[config.mk]
export PLATFORM = sky130hd
export DESIGN_NAME = booth_r4_ctrl
export DESIGN_NICKNAME = d
export VERILOG_FILES = /design/src/rtl/booth_pkg.sv /design/src/rtl/booth_r4_recoder.sv /design/src/rtl/booth_r4_ctrl.sv
export SDC_FILE = /design/constraint.sdc
export NUM_CORES = 1
export LEC_CHECK = 0
export CAP_MARGIN = 25
export CORE_AREA = 2 2 39 41
export CTS_BUF_LIST = sky130_fd_sc_hd__clkbuf_16
export CTS_CLUSTER_DIAMETER = 80
export DETAILED_ROUTE_END_ITERATION = 12
export DIE_AREA = 0 0 41 43
export PLACE_DENSITY = 0.77
export SLEW_MARGIN = 20
export SYNTH_ARGS = -nofsm -noshare
export SYNTH_HDL_FRONTEND = slang
export SYNTH_SLANG_ARGS = --single-unit
[constraint.sdc]
create_clock -name i_clk -period 2.2 [get_ports i_clk]
set_input_delay 0.44 -clock i_clk [delete_from_list [all_inputs] [get_ports i_clk]]
set_output_delay 0.44 -clock i_clk [all_outputs]
set_load 0.005 [all_outputs]
[src/rtl/booth_pkg.sv]
// Shared types for the radix-4 Booth control block: state encoding, Booth digit
// encoding and the default operand width.
package booth_pkg;

    localparam int unsigned BOOTH_N_DEF = 8;

    // One-hot so any corrupted pattern falls to the default arm and recovers to IDLE.
    typedef enum logic [7:0] {
        S_IDLE   = 8'b0000_0001,
        S_LOAD_Q = 8'b0000_0010,
        S_LOAD_M = 8'b0000_0100,
        S_EVAL   = 8'b0000_1000,
        S_SHIFT  = 8'b0001_0000,
        S_OUT_A  = 8'b0010_0000,
        S_OUT_Q  = 8'b0100_0000,
        S_DONE   = 8'b1000_0000
    } state_e;

    typedef enum logic [2:0] {
        ZERO = 3'd0,
        P1   = 3'd1,
        P2   = 3'd2,
        M1   = 3'd3,
        M2   = 3'd4
    } digit_e;

    function automatic digit_e booth_digit(input logic [2:0] trip);
        digit_e d;
        case (trip)
            3'b001, 3'b010: d = P1;
            3'b011:         d = P2;
            3'b100:         d = M2;
            3'b101, 3'b110: d = M1;
            default:        d = ZERO;
        endcase
        return d;
    endfunction

endpackage

[src/rtl/booth_r4_recoder.sv]
// Combinational Booth recoder: maps the {Q1,Q0,Q-1} triplet to adder controls.
module booth_r4_recoder
    import booth_pkg::*;
(
    input  logic [2:0] i_q_trip,
    output logic       o_add_en,
    output logic       o_sub,
    output logic       o_dbl
);

    digit_e w_digit;

    assign w_digit  = booth_digit(i_q_trip);
    assign o_add_en = (w_digit != ZERO);
    assign o_sub    = (w_digit == M1) || (w_digit == M2);
    assign o_dbl    = (w_digit == P2) || (w_digit == M2);

endmodule

[src/rtl/booth_r4_ctrl.sv]
// Radix-4 Booth multiplier sequencer: issues c0..c7 strobes and a done pulse.
// Optional sticky o_err for starts outside IDLE when BOOTH_R4_CTRL_ERR_EN is defined.
module booth_r4_ctrl
    import booth_pkg::*;
#(
    parameter int unsigned N = BOOTH_N_DEF
) (
    input  logic       i_clk,
    input  logic       i_rst,
    input  logic       i_start,
    input  logic [2:0] i_q_trip,
    output logic       o_c0,
    output logic       o_c1,
    output logic       o_c2,
    output logic       o_c3,
    output logic       o_c4,
    output logic       o_c5,
    output logic       o_c6,
    output logic       o_c7,
`ifdef BOOTH_R4_CTRL_ERR_EN
    output logic       o_err,
`endif
    output logic       o_done
);

    localparam int unsigned CNT_W = $clog2(N / 2);
    localparam logic [CNT_W-1:0] LAST_ITER = CNT_W'(N / 2 - 1);

    state_e           r_state;
    state_e           w_next;
    logic [CNT_W-1:0] r_cnt;
    logic             w_add_en;
    logic             w_sub;
    logic             w_dbl;

    booth_r4_recoder u_recoder (
        .i_q_trip (i_q_trip),
        .o_add_en (w_add_en),
        .o_sub    (w_sub),
        .o_dbl    (w_dbl)
    );

    always_ff @(posedge i_clk or posedge i_rst) begin
        if (i_rst) begin
            r_state <= S_IDLE;
            r_cnt   <= '0;
        end else begin
            r_state <= w_next;
            if (r_state == S_LOAD_Q) begin
                r_cnt <= '0;
            end else if (r_state == S_SHIFT) begin
                r_cnt <= r_cnt + CNT_W'(1);
            end
        end
    end

    // Strobes decode from state so reset zeroes them in the same cycle.
    always_comb begin
        w_next = r_state;
        o_c0   = 1'b0;
        o_c1   = 1'b0;
        o_c2   = 1'b0;
        o_c3   = 1'b0;
        o_c4   = 1'b0;
        o_c5   = 1'b0;
        o_c6   = 1'b0;
        o_c7   = 1'b0;
        o_done = 1'b0;
        case (r_state)
            S_IDLE: begin
                if (i_start) begin
                    w_next = S_LOAD_Q;
                end
            end
            S_LOAD_Q: begin
                o_c0   = 1'b1;
                w_next = S_LOAD_M;
            end
            S_LOAD_M: begin
                o_c1   = 1'b1;
                w_next = S_EVAL;
            end
            S_EVAL: begin
                o_c2   = w_add_en;
                o_c3   = w_add_en & w_sub;
                o_c4   = w_add_en & w_dbl;
                w_next = S_SHIFT;
            end
            S_SHIFT: begin
                o_c5   = 1'b1;
                w_next = (r_cnt == LAST_ITER) ? S_OUT_A : S_EVAL;
            end
            S_OUT_A: begin
                o_c6   = 1'b1;
                w_next = S_OUT_Q;
            end
            S_OUT_Q: begin
                o_c7   = 1'b1;
                w_next = S_DONE;
            end
            S_DONE: begin
                o_done = 1'b1;
                w_next = S_IDLE;
            end
            default: begin
                w_next = S_IDLE;
            end
        endcase
    end

`ifdef BOOTH_R4_CTRL_ERR_EN
    logic r_err;

    always_ff @(posedge i_clk or posedge i_rst) begin
        if (i_rst) begin
            r_err <= 1'b0;
        end else if (i_start) begin
            r_err <= (r_state != S_IDLE);
        end
    end

    assign o_err = r_err;
`endif

endmodule

* Yosys cells after proc, flatten, opt, wreduce, memory -nomap -nowiden
Index checks and enable logic that the tools add are counted.
** Word-level totals
- Register bits after elaboration :: 10
- Bits of input ports :: 6
- Output and inout port bits :: 9
- Logic and storage cells :: 45
** Cells by class
- $add $sub $neg :: 1
- Equal/unequal tests :: 19
- Mux-type cells :: 15
- Bitwise logic cells :: 2
- Reduce and logical (&&, ||, !) cells :: 6
** Operator list (number)
- 8-bit one-hot mux with 7 select lines :: 1
- 3-bit by 2-bit == test with 1-bit output, second input constant :: 4
- 3-bit == test, second input constant :: 4
- 3-bit one-hot mux with 4 select lines :: 1
- 1-bit two-way mux :: 9
- 8-bit by 1-bit == test with 1-bit output, second input constant :: 1
- 8-bit by 2-bit == test with 1-bit output, second input constant :: 1
- 8-bit by 3-bit == test with 1-bit output, second input constant :: 1
- 8-bit by 4-bit == test with 1-bit output, second input constant :: 1
- 8-bit by 5-bit == test with 1-bit output, second input constant :: 1
- 8-bit by 6-bit == test with 1-bit output, second input constant :: 1
- 8-bit by 7-bit == test with 1-bit output, second input constant :: 1
- 8-bit == test, second input constant :: 1
- 8-bit two-way mux :: 1
- 6-bit two-way mux :: 1
- 2-bit two-way mux :: 2
- 2-bit OR reduction :: 2
- 3-bit by 1-bit == test with 1-bit output, second input constant :: 1
- 3-bit nonzero test :: 1
- 2-bit by 1-bit adder with 2-bit output, second input constant :: 1
- 1-bit bitwise AND :: 2
- 2-bit == test, second input constant :: 1
- 1-bit logical OR :: 2
- 2-bit inequality test, second input constant :: 1
- 2-bit nonzero test :: 1

* Logic depth before layout (Yosys ltp)
Gate-level depths: netlist (run 1).
- Depth after elaboration :: 7
- Depth in mapped cells :: 5
- Depth with buffers taken out :: 4

* By module
Synthesis (run 1) repeated with hierarchy kept, for this count alone.
** Unflattened totals
- Cells, all modules :: 60
- Area total of the unflattened synthesis :: 575.6 um2
** Modules (own cells, without submodules)
- booth_r4_ctrl :: instances 1, cells each 53, area an instance 534.3 um2, sequential area each 251.5 um2
- booth_r4_recoder :: instances 1, cells each 7, area an instance 41.3 um2, sequential area each 0.0 um2

* Worst setup path before layout (run 1)
No wires, ideal clock.
- Path kind :: register to output
- Start point :: register r_state[4]
- End point :: output port o_c2
- Arrival :: 1389 ps
- Required time :: 1760 ps
- Setup slack :: 371 ps
- Cell stages (with the launch flop) :: 5
- Path buffers :: 0
- Cell sequence :: dfrtp_1 -> or4_4 -> nor3_2 -> nand3b_1 -> nor2b_1
** Between the ends
- Cells in the longest elaborated chain, start to end :: 2
** RTL lines
- start: declaration :: line booth_r4_ctrl.sv:29 : state_e r_state;
- start signal: assignment :: line booth_r4_ctrl.sv:48 : r_state <= w_next;
- 8-bit by 4-bit == test with 1-bit output :: line booth_r4_ctrl.sv:69 : case (r_state)
- 1-bit two-way mux :: line booth_r4_ctrl.sv:69
- end: declaration :: line booth_r4_ctrl.sv:14 : output logic o_c2,
No other way between the ends.

* Worst setup path after layout (run 1)
Ends and elaborated chain as after synthesis.

==> results.py, run 1 <==
metrics = {
    "worst_setup_path": {
        "setup.worst_path.end_class": "output pin",
        "worstPathCellList": "or4_4 > nor3_4 > nand3b_1 > buf_4 > nor2b_1 > buf_2",
        "crit_path_launch_type": "flop",
        "worstPathRequired_ns": 1.76,
        "critical-path-slowest-cell": "or4_4",
        "crit_type": "flop to output pin",
        "cp_top_family": "simple AND/OR/NAND/NOR gates",
        "critPathBufInv": 2,
        "critPathMaxStageDelay_ns": 0.56,
        "timing.critical_path.fanout_max": 4,
        "critical_path_arrival_ns": 1.88,
    },
    "timing": {
        "finalSetupViolations": 3,
        "final-max-slew-violation-count": 0,
        "post-route-period-util": 1.05,
        "fin_ws_ns": -0.120,
        "final-hold-violation-count": 0,
        "max_freq_ghz": 0.431,
        "worst_slew_pin_slew_ns": 0.394,
        "slew_headroom": 0.737,
        "final_clock_skew_ns": 0.00662,
        "grt_setup_unrepaired": "yes",
        "post-route-min-period_ns": 2.32,
    },
    "detailed_routing": {
        "wl_met1_um": 618,
        "drt_pass1_iterations": 4,
        "wl_per_cell_um": 13.6,
        "met3RoutedLength_um": 77,
        "routed_wl_um": 1550,
        "dr.first_iter.drc_count": 10,
        "ant_nets": 0,
        "remaining_drc_errors": 0,
        "met2_wirelength_um": 800,
        "viasPerCell": 5.23,
        "top_layer_used": "met4",
        "detailroute.via_count": 596,
    },
    "global_routing": {
        "overflow": 0,
        "global_route.usage.total": 0.216,
        "grt_pass1_vias": 546,
        "antenna_violations_before_repair": 0,
        "grt_max_degree": 11,
        "grt_first_pass_wirelength_um": 2410,
    },
    "place": {
        "area_of_placed_instances_um2": 792,
        "detailedPlacementHpwl_um": 972,
        "port-buffer-count": 14,
        "place_congestion": 0.743,
        "preCtsSetupSlack_ns": -0.131,
    },
    "worst_hold_path": {
        "min-delay-path-class": "input pin to asynchronous set/reset pin",
    },
    "run_status": {
        "violated_checks": "negative setup slack",
        "outcome": "complete, but fails checks",
    },
    "finish": {
        "synthToLayoutAreaGrowth_pct": 66.8,
        "post_route_cells_drive_above_1_share": 0.388,
        "antenna_cells": 0,
        "final_cell_mix": "buf_4, dfrtp_1, nor2_1",
        "finish.instance_area_um2": 993,
        "fin_nets": 106,
        "commonest_non_fill_non_tap_cell_in_the_layout": "buf_4",
        "fillerInstances": 105,
    },
    "floorplan": {
        "core_area_um2": 1380,
        "initial_core_utilization": 0.430,
        "row_count": 14,
        "floorplan.die_area_um2": 1760,
        "number_of_primary_i_o_pins": 15,
        "dieWidth_um": 41,
        "chipHeight_um": 43,
    },
    "pwr": {
        "power.ir.vdd_worst_v": 0.000562,
        "power.static_leakage_uw": 0.000568,
        "power-per-cell-area_nw_per_um2": 1000,
    },
    "synthesis": {
        "netlist_area_um2": 596,
        "synth.yosys.warnings": 0,
        "syn-num-nets": 70,
        "synthDistinctLibCells": 31,
        "synth-seq-cells": 10,
        "ys_seq_area_frac": 0.422,
        "synth_cells": 63,
        "post_synth.cell_area_avg_um2": 9.45,
    },
    "cts": {
        "cts_made_buffers": 3,
        "root_buffer": "clkbuf_16",
        "hold_buffers": 0,
        "worst_skew_pair.late_latency_ns": 0.24,
        "ctsLongestPathBuffers": 2,
        "clock_tree_from_tritoncts": "yes",
        "cts_max_level": 1,
        "clkSinkCount": 10,
        "clk_transition_reported_paths_ns": 0.04,
    },
    "flow_run": {
        "max_capacitance_violation_total": 0,
    },
}
==> logic make-up (layout without fill, tap and decap cells) <==
logic type	count (synthesis)	count (layout)	synth area share
adders and majority gates	1	1	0.0210
DFF	10	10	0.422
buffers and inverters	7	42	0.0588
and+or+nand+nor	34	34	0.363
muxes	1	1	0.0168
AOI/OAI and AO/OA	7	7	0.0735
xor gates and xnor gates	3	3	0.0441
==> state kept, by name, summed over array words and instances (netlist names) <==
signal   count
r_cnt        2
r_state      8
==> area by class of cell <==
type	count	area [µm²]	share of cell area
multi-input cells	46	358	0.360
repair buffers	33	265	0.267
flip-flops and latches	10	253	0.254
clock buffers	3	75.1	0.0756
well taps	16	20.0	0.0202
inverters	5	18.8	0.0189
clock inverters	1	3.75	0.00378
==> worst paths after layout <==
| path | from | end | slack, ns | cells past startpoint |
|---|---|---|---|---|
| worst max-delay path | r_state[4] | o_c2 | -0.12 | 6 |
| worst min-delay path | i_rst | r_state[3] | 0.48 | 2 |
| worst max register to register | r_state[4] | r_cnt[0] | 0.26 | 8 |
| worst min register to register | r_cnt[1] | r_cnt[1] | 0.53 | 2 |
| max in group asynchronous | i_rst | r_state[0] | 1.40 | 2 |
| min in group i_clk | r_cnt[1] | r_cnt[1] | 0.53 | 2 |
==> where the power goes <==
part / internal (µW) / switching (µW) / total (µW)
Sequential: 230 / 54.3 / 284
Combinational: 227 / 165 / 391
Clock: 238 / 83.2 / 321
==> per-layer routing <==
metal  track usage  up-vias
li1              -      294
met1         0.247      279
met2         0.322       19
met3        0.0471        4
met4         0.180        0
met5             0        -
==> cells in the mapped netlist <==
cell	count	area, µm²
a21oi_1	1	5.00
nand4b_1	1	8.76
buf_6	1	11.3
and3_2	1	7.51
or4_4	1	11.3
and3_1	2	12.5
dfrtp_1	9	225
o21bai_1	1	7.51
clkbuf_2	1	5.00
xor2_1	2	17.5
mux2i_1	1	10.0
nor4_1	1	6.26
and4b_1	1	10.0
nor3_2	2	20.0
o21ai_0	3	15.0
nor3b_1	2	15.0
inv_1	5	18.8
and3b_1	1	8.76
nand2_1	3	11.3
nand3b_1	2	15.0
and2_1	1	6.26
o22ai_1	1	6.26
nor3_1	4	20.0
nor4b_1	2	17.5
dfstp_2	1	26.3
xnor2_1	1	8.76
nor2_1	8	30.0
and3b_2	1	10.0
ha_1	1	12.5
o311a_1	1	10.0
nor2b_1	1	6.26
==> per-stage QoR <==
step / utilization / total power (µW) / instances / setup TNS [ns] / hold slack [ns]
after floorplan: - / 455 / 63 / 0 / 0.279
after global placement: 0.572 / 542 / 98 / -0.199 / 0.510
after detailed placement: 0.572 / 550 / 98 / -0.413 / 0.537
after CTS: 0.667 / 937 / 107 / -0.300 / 0.499
after global routing: 0.718 / 1050 / 114 / -0.527 / 0.529
final: 0.718 / 996 / 114 / -0.310 / 0.482
==> repair_timing <==
item | in CTS | in global routing
buffers inserted | 5 | 7
gates resized for setup | 29 | 5
endpoints found under the setup margin | 8 | 7
pin swaps | 8 | 9
Note: power is estimated with default switching activity, not from simulation.
==> run 2: changes to the inputs <==
--- a/config.mk
+++ b/config.mk
@@ -5,10 +5,11 @@
 export SDC_FILE = /design/constraint.sdc
 export NUM_CORES = 1
 export LEC_CHECK = 0
-export CAP_MARGIN = 25
+export CAP_MARGIN = 30
 export CORE_AREA = 2 2 39 41
 export CTS_BUF_LIST = sky130_fd_sc_hd__clkbuf_16
 export CTS_CLUSTER_DIAMETER = 80
+export CTS_CLUSTER_SIZE = 24
 export DETAILED_ROUTE_END_ITERATION = 12
 export DIE_AREA = 0 0 41 43
 export PLACE_DENSITY = 0.77
==> results of run 2 <==
The final DEF is identical to that of run 1; final timing and power are the same.
==> run 3: changes to the inputs <==
--- a/config.mk
+++ b/config.mk
@@ -6,13 +6,15 @@
 export NUM_CORES = 1
 export LEC_CHECK = 0
 export CAP_MARGIN = 30
-export CORE_AREA = 2 2 39 41
+export CELL_PAD_IN_SITES_DETAIL_PLACEMENT = 0
+export CELL_PAD_IN_SITES_GLOBAL_PLACEMENT = 1
+export CORE_AREA = 2 2 45 47
 export CTS_BUF_LIST = sky130_fd_sc_hd__clkbuf_16
 export CTS_CLUSTER_DIAMETER = 80
 export CTS_CLUSTER_SIZE = 24
 export DETAILED_ROUTE_END_ITERATION = 12
-export DIE_AREA = 0 0 41 43
-export PLACE_DENSITY = 0.77
+export DIE_AREA = 0 0 47 49
+export PLACE_DENSITY = 0.75
 export SLEW_MARGIN = 20
 export SYNTH_ARGS = -nofsm -noshare
 export SYNTH_HDL_FRONTEND = slang
==> constraint.sdc (replaced) <==
create_clock -name i_clk -period 2.2 [get_ports i_clk]
set_input_delay 0.66 -clock i_clk [delete_from_list [all_inputs] [get_ports i_clk]]
set_output_delay 0.66 -clock i_clk [all_outputs]
set_load 0.005 [all_outputs]
==> run 3 against run 2 <==
The run still ends with negative setup slack left. Clock skew shrank 0.0059 ns. Wire length down 7.4%. Combinational power increased by 9.0%. Power up 0.71%. Cell count grew 11%. Core utilization fell by 17 points. Largest power group unchanged. Sequential power is 9.2% lower. Via count is 0.17% higher.
==> results.py, run 3 (same netlist as run 1, synthesis figures left out) <==
metrics = {
    "detailed_routing": {
        "detailroute.via_count": 597,
        "wl_per_cell_um": 11.4,
        "routed_wl_um": 1430,
        "dr.first_iter.drc_count": 8,
        "remaining_drc_errors": 0,
        "ant_nets": 0,
        "drt_pass1_iterations": 2,
        "viasPerCell": 4.74,
    },
    "finish": {
        "finish.instance_area_um2": 1010,
        "largest_register_ffs": 8,
        "post_route_cells_drive_above_1_share": 0.394,
        "antenna_cells": 0,
        "top_regs": "r_state (8), r_cnt (2)",
        "synthToLayoutAreaGrowth_pct": 68.9,
        "finalNonFillerCells": 126,
        "commonest_non_fill_non_tap_cell_in_the_layout": "buf_4",
        "fillerInstances": 179,
        "max_flop_register": "r_state",
        "fin_nets": 107,
        "final_cell_mix": "buf_4, dfrtp_1, nor2_1",
    },
    "cts": {
        "cts_made_buffers": 3,
        "clk_transition_reported_paths_ns": 0.04,
        "clkSinkCount": 10,
        "root_buffer": "clkbuf_16",
        "clock_tree_from_tritoncts": "yes",
        "cts_max_level": 1,
        "worst_skew_pair.late_latency_ns": 0.23,
        "ctsLongestPathBuffers": 2,
    },
    "timing": {
        "max_freq_ghz": 0.403,
        "post-route-period-util": 1.13,
        "final_clock_skew_ns": 0.000710,
        "finalSetupViolations": 5,
        "worst_slew_pin_slew_ns": 0.355,
        "post-route-min-period_ns": 2.48,
        "final-hold-violation-count": 0,
        "slew_headroom": 0.763,
        "grt_setup_unrepaired": "yes",
        "fin_ws_ns": -0.284,
        "fin_worst_hold_slack_ns": 0.549,
        "final-max-slew-violation-count": 0,
    },
    "pwr": {
        "power.static_leakage_uw": 0.000544,
        "power-per-cell-area_nw_per_um2": 998,
        "clock_power_share": 0.319,
        "switching_share": 0.299,
        "cell_internal_pwr_uw": 704,
        "total_switching_power_uw": 300,
        "power.ir.vdd_worst_v": 0.000549,
        "comb_power_share": 0.425,
        "share_seq_of_total_power": 0.257,
    },
    "floorplan": {
        "number_of_primary_i_o_pins": 15,
        "core_area_um2": 1840,
        "floorplan.die_area_um2": 2300,
        "chipHeight_um": 49,
        "row_count": 16,
        "dieWidth_um": 47,
        "initial_core_utilization": 0.323,
    },
    "global_routing": {
        "grt_max_degree": 11,
        "global_route.usage.total": 0.151,
        "antenna_violations_before_repair": 0,
        "grt_first_pass_wirelength_um": 2490,
        "overflow": 0,
        "grt_pass1_vias": 608,
    },
    "worst_setup_path": {
        "crit_type": "flop to output pin",
        "critPathMaxStageDelay_ns": 0.57,
        "worstPathRequired_ns": 1.54,
        "timing.critical_path.fanout_max": 3,
        "worstPathCellList": "or4_4 > nor3_4 > nand3b_1 > buf_4 > nor2b_1 > buf_2",
        "crit_path_launch_type": "flop",
        "critical_path_arrival_ns": 1.82,
        "critical-path-slowest-cell": "or4_4",
        "setup.worst_path.end_class": "output pin",
    },
    "place": {
        "port-buffer-count": 14,
        "detailedPlacementHpwl_um": 1060,
        "preCtsSetupSlack_ns": -0.454,
        "dp.cells": 118,
        "area_of_placed_instances_um2": 873,
        "place_congestion": 0.784,
    },
    "run_status": {
        "violated_checks": "negative setup slack",
        "outcome": "complete, but fails checks",
    },
    "flow_run": {
        "max_capacitance_violation_total": 0,
    },
    "worst_hold_path": {
        "min-delay-path-class": "flop to flop",
    },
}
==> run 3: cell count changes in the layout (fill, tap and decap cells not counted), sizes merged <==
cell	previous run	this run
buf	24	25
clkbuf	3	4
clkdlybuf4s50	6	5
clkinv	0	1
dlygate4sd2	1	3
dlymetal6s2s	2	0
inv	6	5
==> run 3: through the flow <==
step	power [µW]	TNS, ns	util
after floorplan	455	0	-
after global placement	610	-1.69	0.474
after detailed placement	618	-1.83	0.474
after CTS	991	-1.40	0.546
after global routing	1070	-1.30	0.546
final	1000	-1.02	0.546
==> run 3: path summary, 6_finish.rpt <==
path,start,cells past startpoint,to,slack (ns)
hold / removal,r_cnt[1],2,r_cnt[1],0.55
setup / recovery,r_state[6],6,o_c2,-0.28
min in group asynchronous,i_rst,2,r_state[7],0.69
setup reg to reg,r_state[6],7,r_cnt[0],0.40
max in group asynchronous,i_rst,2,r_state[0],1.21
hold reg to reg,r_cnt[1],2,r_cnt[1],0.55
==> run 3: metal layers <==
metal	vias to the layer above	GRT usage	share of wire
met5	-	0	0
met4	0	0.111	0.032
met3	6	0.0185	0.036
met2	16	0.244	0.50
met1	279	0.173	0.44
li1	296	-	-
==> run 3: power groups by stage <==
stage,clock [µW],combinational [µW],sequential [µW]
6_report,320,426,258
5_1_grt,337,470,260
3_3_place_gp,0,356,254
2_1_floorplan,0,190,265
3_5_place_dp,0,364,255
4_1_cts,322,414,256
==> run 3: layout make-up <==
class / count / area, µm² / share of cell area
multi-input cells: 46 / 353 / 0.351
clock buffers: 3 / 75.1 / 0.0746
flip-flops and latches: 10 / 251 / 0.250
inverters: 5 / 18.8 / 0.0187
clock inverters: 1 / 3.75 / 0.00373
repair buffers: 34 / 270 / 0.269
well taps: 27 / 33.8 / 0.0336
==> run 3: repair_timing <==
item	in CTS	in global routing
pin swaps	8	6
cloned	0	0
gates resized for setup	31	6
setup endpoints to repair	9	6
hold endpoints to repair	0	0
setup buffers	5	0
hold buffers	0	0
==> run 3: critical path, delay by kind of cell, from the launching register on <==
kind,cells,cell delay [ns]
buffers and inverters,2,0.29
and+or+nand+nor,4,0.94
DFF,1,0.37
==> variant 1: new RTL, flow settings as in run 3 <==
The option `BOOTH_R4_CTRL_ERR_EN` is turned on by a define.
--- a/src/rtl/booth_r4_ctrl.sv
+++ b/src/rtl/booth_r4_ctrl.sv
@@ -2,2 +2,4 @@
 // Optional sticky o_err for starts outside IDLE when BOOTH_R4_CTRL_ERR_EN is defined.
+`define BOOTH_R4_CTRL_ERR_EN
+
 module booth_r4_ctrl
Check against the original RTL (old outputs only; new: o_err): equivalent (equiv_simple and equiv_induct, registers matched by name and starting in step).
==> variant 1 against run 3 <==
- the run still ends with negative setup slack left
- critical path depth unchanged
- non-clock buffer count up 4
- sequential cell count is 1 higher
- final area grew 5.3%
- setup slack improved by 0.27 ns
- global-route usage increased by 1.0 points
- sequential power up 8.5%
- power increased by 0.57%
- routed wire length up 11%
- area after synthesis unchanged
- die area unchanged
==> variant 1: results (changes against run 3) <==
{| class="wikitable"
! Metric !! Value
|-
| Number of cells in the finished layout apart from fillers || 136 (+7.9%)
|-
| H-tree depth || 1 (unchanged)
|-
| Max VDD drop || 0.675 mV (+23%)
|-
| Transition time at the pin with the least slew margin || 0.426 ns (+0.0713 ns)
|-
| Post-placement cell count || 126 (+6.8%)
|-
| Reported combinational group power || 0.000404 W (-5.2%)
|-
| Status || complete, but fails checks
|-
| Final WS setup || -0.0103 ns (+0.274 ns)
|-
| Total of warnings raised by yosys || 0 (unchanged)
|-
| Clock Skews || 0.000369 ns (-0.000341 ns)
|-
| Share of cells above drive strength 1 || 0.450 (+0.0556)
|-
| DRC violation total after the first TritonRoute iteration || 6 (-2)
|-
| Global placer's final weighted congestion || 0.775 (-1.1%)
|-
| Post-synthesis mux area share || 0 (-0.0168)
|-
| Detailed Routing Iterations Pass 1 || 3 (+1)
|-
| Count of cell types in the netlist || 27 (-13%)
|-
| Count of buffers inserted at the top-level ports || 15 (+1)
|-
| Pin count of the biggest net entering global routing || 12 (+1)
|-
| Violations in the final reports || negative setup slack
|-
| Internal power || 0.000716 W (+1.7%)
|-
| Fraction of the mapped netlist area in compound gates || 0.0840 (+0.0105)
|-
| Synthesized Nets || 74 (+5.7%)
|-
| Max stage delay on crit path || 0.40 ns (-0.17 ns)
|-
| Standard cell with the maximum stage delay on the critical path || sky130_fd_sc_hd__dfrtp_1
|-
| Detailed-route wire length || 1.59 mm (+11%)
|-
| Most frequent cells after synthesis || sky130_fd_sc_hd__nor2_1 (11), sky130_fd_sc_hd__dfrtp_1 (10), sky130_fd_sc_hd__nand2_1 (7), sky130_fd_sc_hd__nor3b_1 (5)
|-
| Mean instance size in the synthesized netlist || 8.89 sq um (-6.0%)
|-
| Data arrival time of the critical path || 1.55 ns (-0.27 ns)
|-
| Final net count || 117 (+9.3%)
|-
| Setup violation total in the final timing report || 1 (-4)
|-
| Number of global-route vias before repair || 618 (+1.6%)
|-
| Xor/xnor share of the synthesized area || 0.0294 (-0.0147)
|-
| Sequential share of power || 0.278 (+0.021)
|-
| Register area share after synthesis || 0.464 (+0.0420)
|-
| Total GRT Usage || 0.161 (+0.0101)
|-
| Synth top area cells || sky130_fd_sc_hd__dfrtp_1 (42%), sky130_fd_sc_hd__nor2_1 (6.9%), sky130_fd_sc_hd__nor3b_1 (6.3%)
|}
variant 1: through the flow:
| stage | worst slack (ns) | power (W) | TNS (ns) | instance area [sq um] | utilization |
|---|---|---|---|---|---|
| after floorplan | 0.338 | 0.000436 | 0 | 596 | - |
| after global placement | -0.557 | 0.000606 | -1.53 | 907 | 0.493 |
| after detailed placement | -0.589 | 0.000611 | -1.62 | 907 | 0.493 |
| after CTS | -0.168 | 0.00101 | -0.195 | 1040 | 0.566 |
| after global routing | -0.0840 | 0.00108 | -0.164 | 1060 | 0.575 |
| final | -0.0103 | 0.00101 | -0.0103 | 1060 | 0.575 |
variant 1: layer usage:
layer  GRT usage  routed length (microns)  vias up
li1            -                        -      317
met1       0.216                      707      287
met2       0.233                      835        8
met3      0.0593                       47        0
met4      0.0648                        0        0
met5           0                        0        -
variant 1: worst paths after layout:
| path | endpoint | slack, ns | start |
|---|---|---|---|
| max in group asynchronous | r_state[0]$_DFFE_PP1P_ | 1.16 | i_rst |
| setup / recovery | o_c7 | -0.01 | r_state[3]$_DFFE_PP0P_ |
| hold / removal | o_err$_DFFE_PP0P_ | 0.53 | o_err$_DFFE_PP0P_ |
| hold reg to reg | o_err$_DFFE_PP0P_ | 0.53 | o_err$_DFFE_PP0P_ |
| min in group asynchronous | o_err$_DFFE_PP0P_ | 0.72 | i_rst |
| setup reg to reg | r_state[0]$_DFFE_PP1P_ | 0.49 | r_state[4]$_DFFE_PP0P_ |
variant 1: area by class of cell:
type                    count  area (sq um)
fillers                   169           782
multi-input cells          52           358
repair buffers             38           298
flip-flops and latches     11           277
clock buffers               3          75.1
well taps                  27          33.8
inverters                   4          15.0
clock inverters             1          3.75
variant 1: timing repair:
action,CTS,global route
resized for setup,34,10
setup endpoints to repair,9,7
pin swaps,8,3
setup buffers,5,1
==> variant 2: new RTL, config.mk and constraints of run 3 <==
Without the edit above. The 8 states of `state_e` get a Gray code encoding in 3 bits. Comments in the files are not updated.
--- a/src/rtl/booth_pkg.sv
+++ b/src/rtl/booth_pkg.sv
@@ -7,11 +7,11 @@
     // One-hot so any corrupted pattern falls to the default arm and recovers to IDLE.
-    typedef enum logic [7:0] {
-        S_IDLE   = 8'b0000_0001,
-        S_LOAD_Q = 8'b0000_0010,
-        S_LOAD_M = 8'b0000_0100,
-        S_EVAL   = 8'b0000_1000,
-        S_SHIFT  = 8'b0001_0000,
-        S_OUT_A  = 8'b0010_0000,
-        S_OUT_Q  = 8'b0100_0000,
-        S_DONE   = 8'b1000_0000
+    typedef enum logic [2:0] {
+        S_IDLE   = 3'b000,
+        S_LOAD_Q = 3'b001,
+        S_LOAD_M = 3'b011,
+        S_EVAL   = 3'b010,
+        S_SHIFT  = 3'b110,
+        S_OUT_A  = 3'b111,
+        S_OUT_Q  = 3'b101,
+        S_DONE   = 3'b100
     } state_e;
Behaviour: same outputs for any inputs over 10 cycles, from zero or initial values and one cycle with i_rst high; not proved beyond that.
==> variant 2 against run 3 <==
- maximum frequency rose by 17%
- largest cell class unchanged
- power fell by 11%
- setup slack improved by 0.36 ns
- sequential cell count fell by 5
- clock power fell by 7.2%
- final area fell by 34%
- routed wire length fell by 37%
- area after synthesis fell by 33%
==> variant 2: results (changes against run 3) <==
{| class="wikitable"
! Metric !! Value
|-
| Global placer's final weighted congestion || 0.753 (-3.9%)
|-
| Reg2reg path depth || 4 (-3)
|-
| Async SR Flop Fraction || 1.00 (unchanged)
|-
| Count of buffers inserted at the top-level ports || 14 (unchanged)
|-
| Total GRT Usage || 0.101 (-0.0505)
|-
| Mean routed wirelength per cell || 10.0 microns (-12%)
|-
| Clk pin slew, worst setup/hold paths || 0.03 ns
|-
| Pin count of the biggest net entering global routing || 11 (unchanged)
|-
| Predominant post-synthesis flop cell || sky130_fd_sc_hd__dfrtp_1
|-
| Hold wc startpoint || r_cnt[1]$_DFFE_PP0P_
|-
| Max VDD drop || 0.535 mV (-2.4%)
|-
| Root buf cell || sky130_fd_sc_hd__clkbuf_16
|-
| Register area share after synthesis || 0.313 (-0.110)
|-
| Detailed Routing Iterations Pass 1 || 3 (+1)
|-
| Number of global-route vias before repair || 359 (-41%)
|-
| Endpoint of the worst-slack reg-to-reg timing path || r_cnt[1]$_DFFE_PP0P_
|-
| Most frequent cells after synthesis || sky130_fd_sc_hd__dfrtp_1 (5), sky130_fd_sc_hd__nor2_1 (5), sky130_fd_sc_hd__inv_1 (4), sky130_fd_sc_hd__nand2_1 (4), sky130_fd_sc_hd__o21ai_0 (4)
|-
| Synthesized Nets || 50 (-29%)
|-
| Hold Path Cell Cnt || 2 (unchanged)
|-
| Status || complete, no violations
|-
| Share of cells above drive strength 1 || 0.397 (+0.00289)
|-
| Final WS setup || 0.0788 ns (+0.363 ns)
|-
| Final net count || 71 (-34%)
|-
| Min-delay worst type || reg2reg
|-
| DR vias/cell || 4.14 (-13%)
|-
| Total of warnings raised by yosys || 0 (unchanged)
|-
| DP Area || 578 sq um (-34%)
|-
| Clock latency of the later-clocked register in the worst-skew pair || 0.23 ns (about the same)
|-
| Ant. Diodes || 0 (unchanged)
|-
| Clock Tree Buf Depth || 2 (unchanged)
|-
| Count of cell types in the netlist || 18 (-42%)
|-
| Transition time at the pin with the least slew margin || 0.367 ns (+0.0122 ns)
|-
| Standard cell with the maximum stage delay on the critical path || sky130_fd_sc_hd__clkdlybuf4s15_1
|-
| Wire length of the first global-routing pass || 1.50 mm (-40%)
|-
| R2R setup slack || 1.02 ns (+0.62 ns)
|-
| Clock Skews || 0.00169 ns (+0.000975 ns)
|-
| Synth top area cells || sky130_fd_sc_hd__dfrtp_1 (31%), sky130_fd_sc_hd__buf_6 (8.4%), sky130_fd_sc_hd__mux2i_1 (7.5%)
|-
| Max stage delay on crit path || 0.23 ns (-0.34 ns)
|-
| Worst-case setup slack after placement || -0.661 ns (-0.207 ns)
|-
| Data arrival time of the critical path || 1.46 ns (-0.36 ns)
|-
| Worst-case hold slack || 0.573 ns (+0.0244 ns)
|-
| Static power due to leakage || 0.331 nW (-39%)
|-
| Post-DP HPWL || 659 microns (-38%)
|-
| DRC violation total after the first TritonRoute iteration || 4 (-4)
|}
-- variant 2: power by group --
group          internal [W]  leakage, nW  switching [W]  total [W]
Clock              0.000236       0.0423      0.0000617   0.000297
Combinational      0.000219        0.226       0.000196   0.000415
Sequential         0.000134       0.0625      0.0000432   0.000177
Total              0.000589        0.331       0.000301   0.000889
-- variant 2: worst max-delay path, delay by kind of cell --
| family | cells | cell delay, ns |
|---|---|---|
| AND/OR/NAND/NOR | 2 | 0.31 |
| multiplexers | 1 | 0.07 |
| buffers and inverters | 2 | 0.43 |
-- variant 2: repair_timing --
item | 4_1_cts | 5_1_grt
resized for setup | 19 | 8
setup buffers | 0 | 0
endpoints found under the setup margin | 4 | 5
pin swaps | 2 | 2
gates cloned | 0 | 0
endpoints found under the hold margin | 0 | 0
-- variant 2: layer usage --
layer  global-route usage  part of all wire  wire, microns  up-vias
met1               0.0888              0.38            345      167
li1                     -                 -              -      188
met4               0.0833             0.040             36        0
met2                0.146              0.46            419       13
met5                    0                 0              0        -
met3               0.0741              0.11            102        5
-- variant 2: layout make-up --
type	instances	area (sq um)
Multi-Input combinational cell	31	248
Timing Repair Buffer	19	165
Clock buffer	3	75.1
Fill cell	203	1170
Sequential cell	5	126
Inverter	4	15.0
Tap cell	27	33.8
Clock inverter	1	3.75
-- variant 2: through the flow --
| stage | instances | util | power [W] |
|---|---|---|---|
| after floorplan | 43 | - | 0.000462 |
| after global placement | 86 | 0.314 | 0.000595 |
| after detailed placement | 86 | 0.314 | 0.000602 |
| after CTS | 90 | 0.363 | 0.000906 |
| after global routing | 90 | 0.362 | 0.000967 |
| final | 90 | 0.362 | 0.000889 |
-- variant 2: how the worst max path moves through the flow --
stage	startpoint	to	depth (start not counted)
after floorplan	i_q_trip[0]	o_c2	2
after global placement	i_q_trip[0]	o_c2	4
after detailed placement	i_q_trip[0]	o_c2	4
after CTS	r_state[2]$_DFFE_PP0P_	o_c0	4
after global routing	r_state[2]$_DFFE_PP0P_	o_c7	4
final	i_q_trip[1]	o_c4	5
-- variant 2: cell families after synthesis --
kind of cell / after synthesis / synth area share
multiplexers: 3 / 0.0750
AO/OA/AOI/OAI: 8 / 0.169
AND/OR/NAND/NOR: 19 / 0.291
buffers and inverters: 7 / 0.122
adder cells (fa/ha/maj): 1 / 0.0312
flip-flops: 5 / 0.313
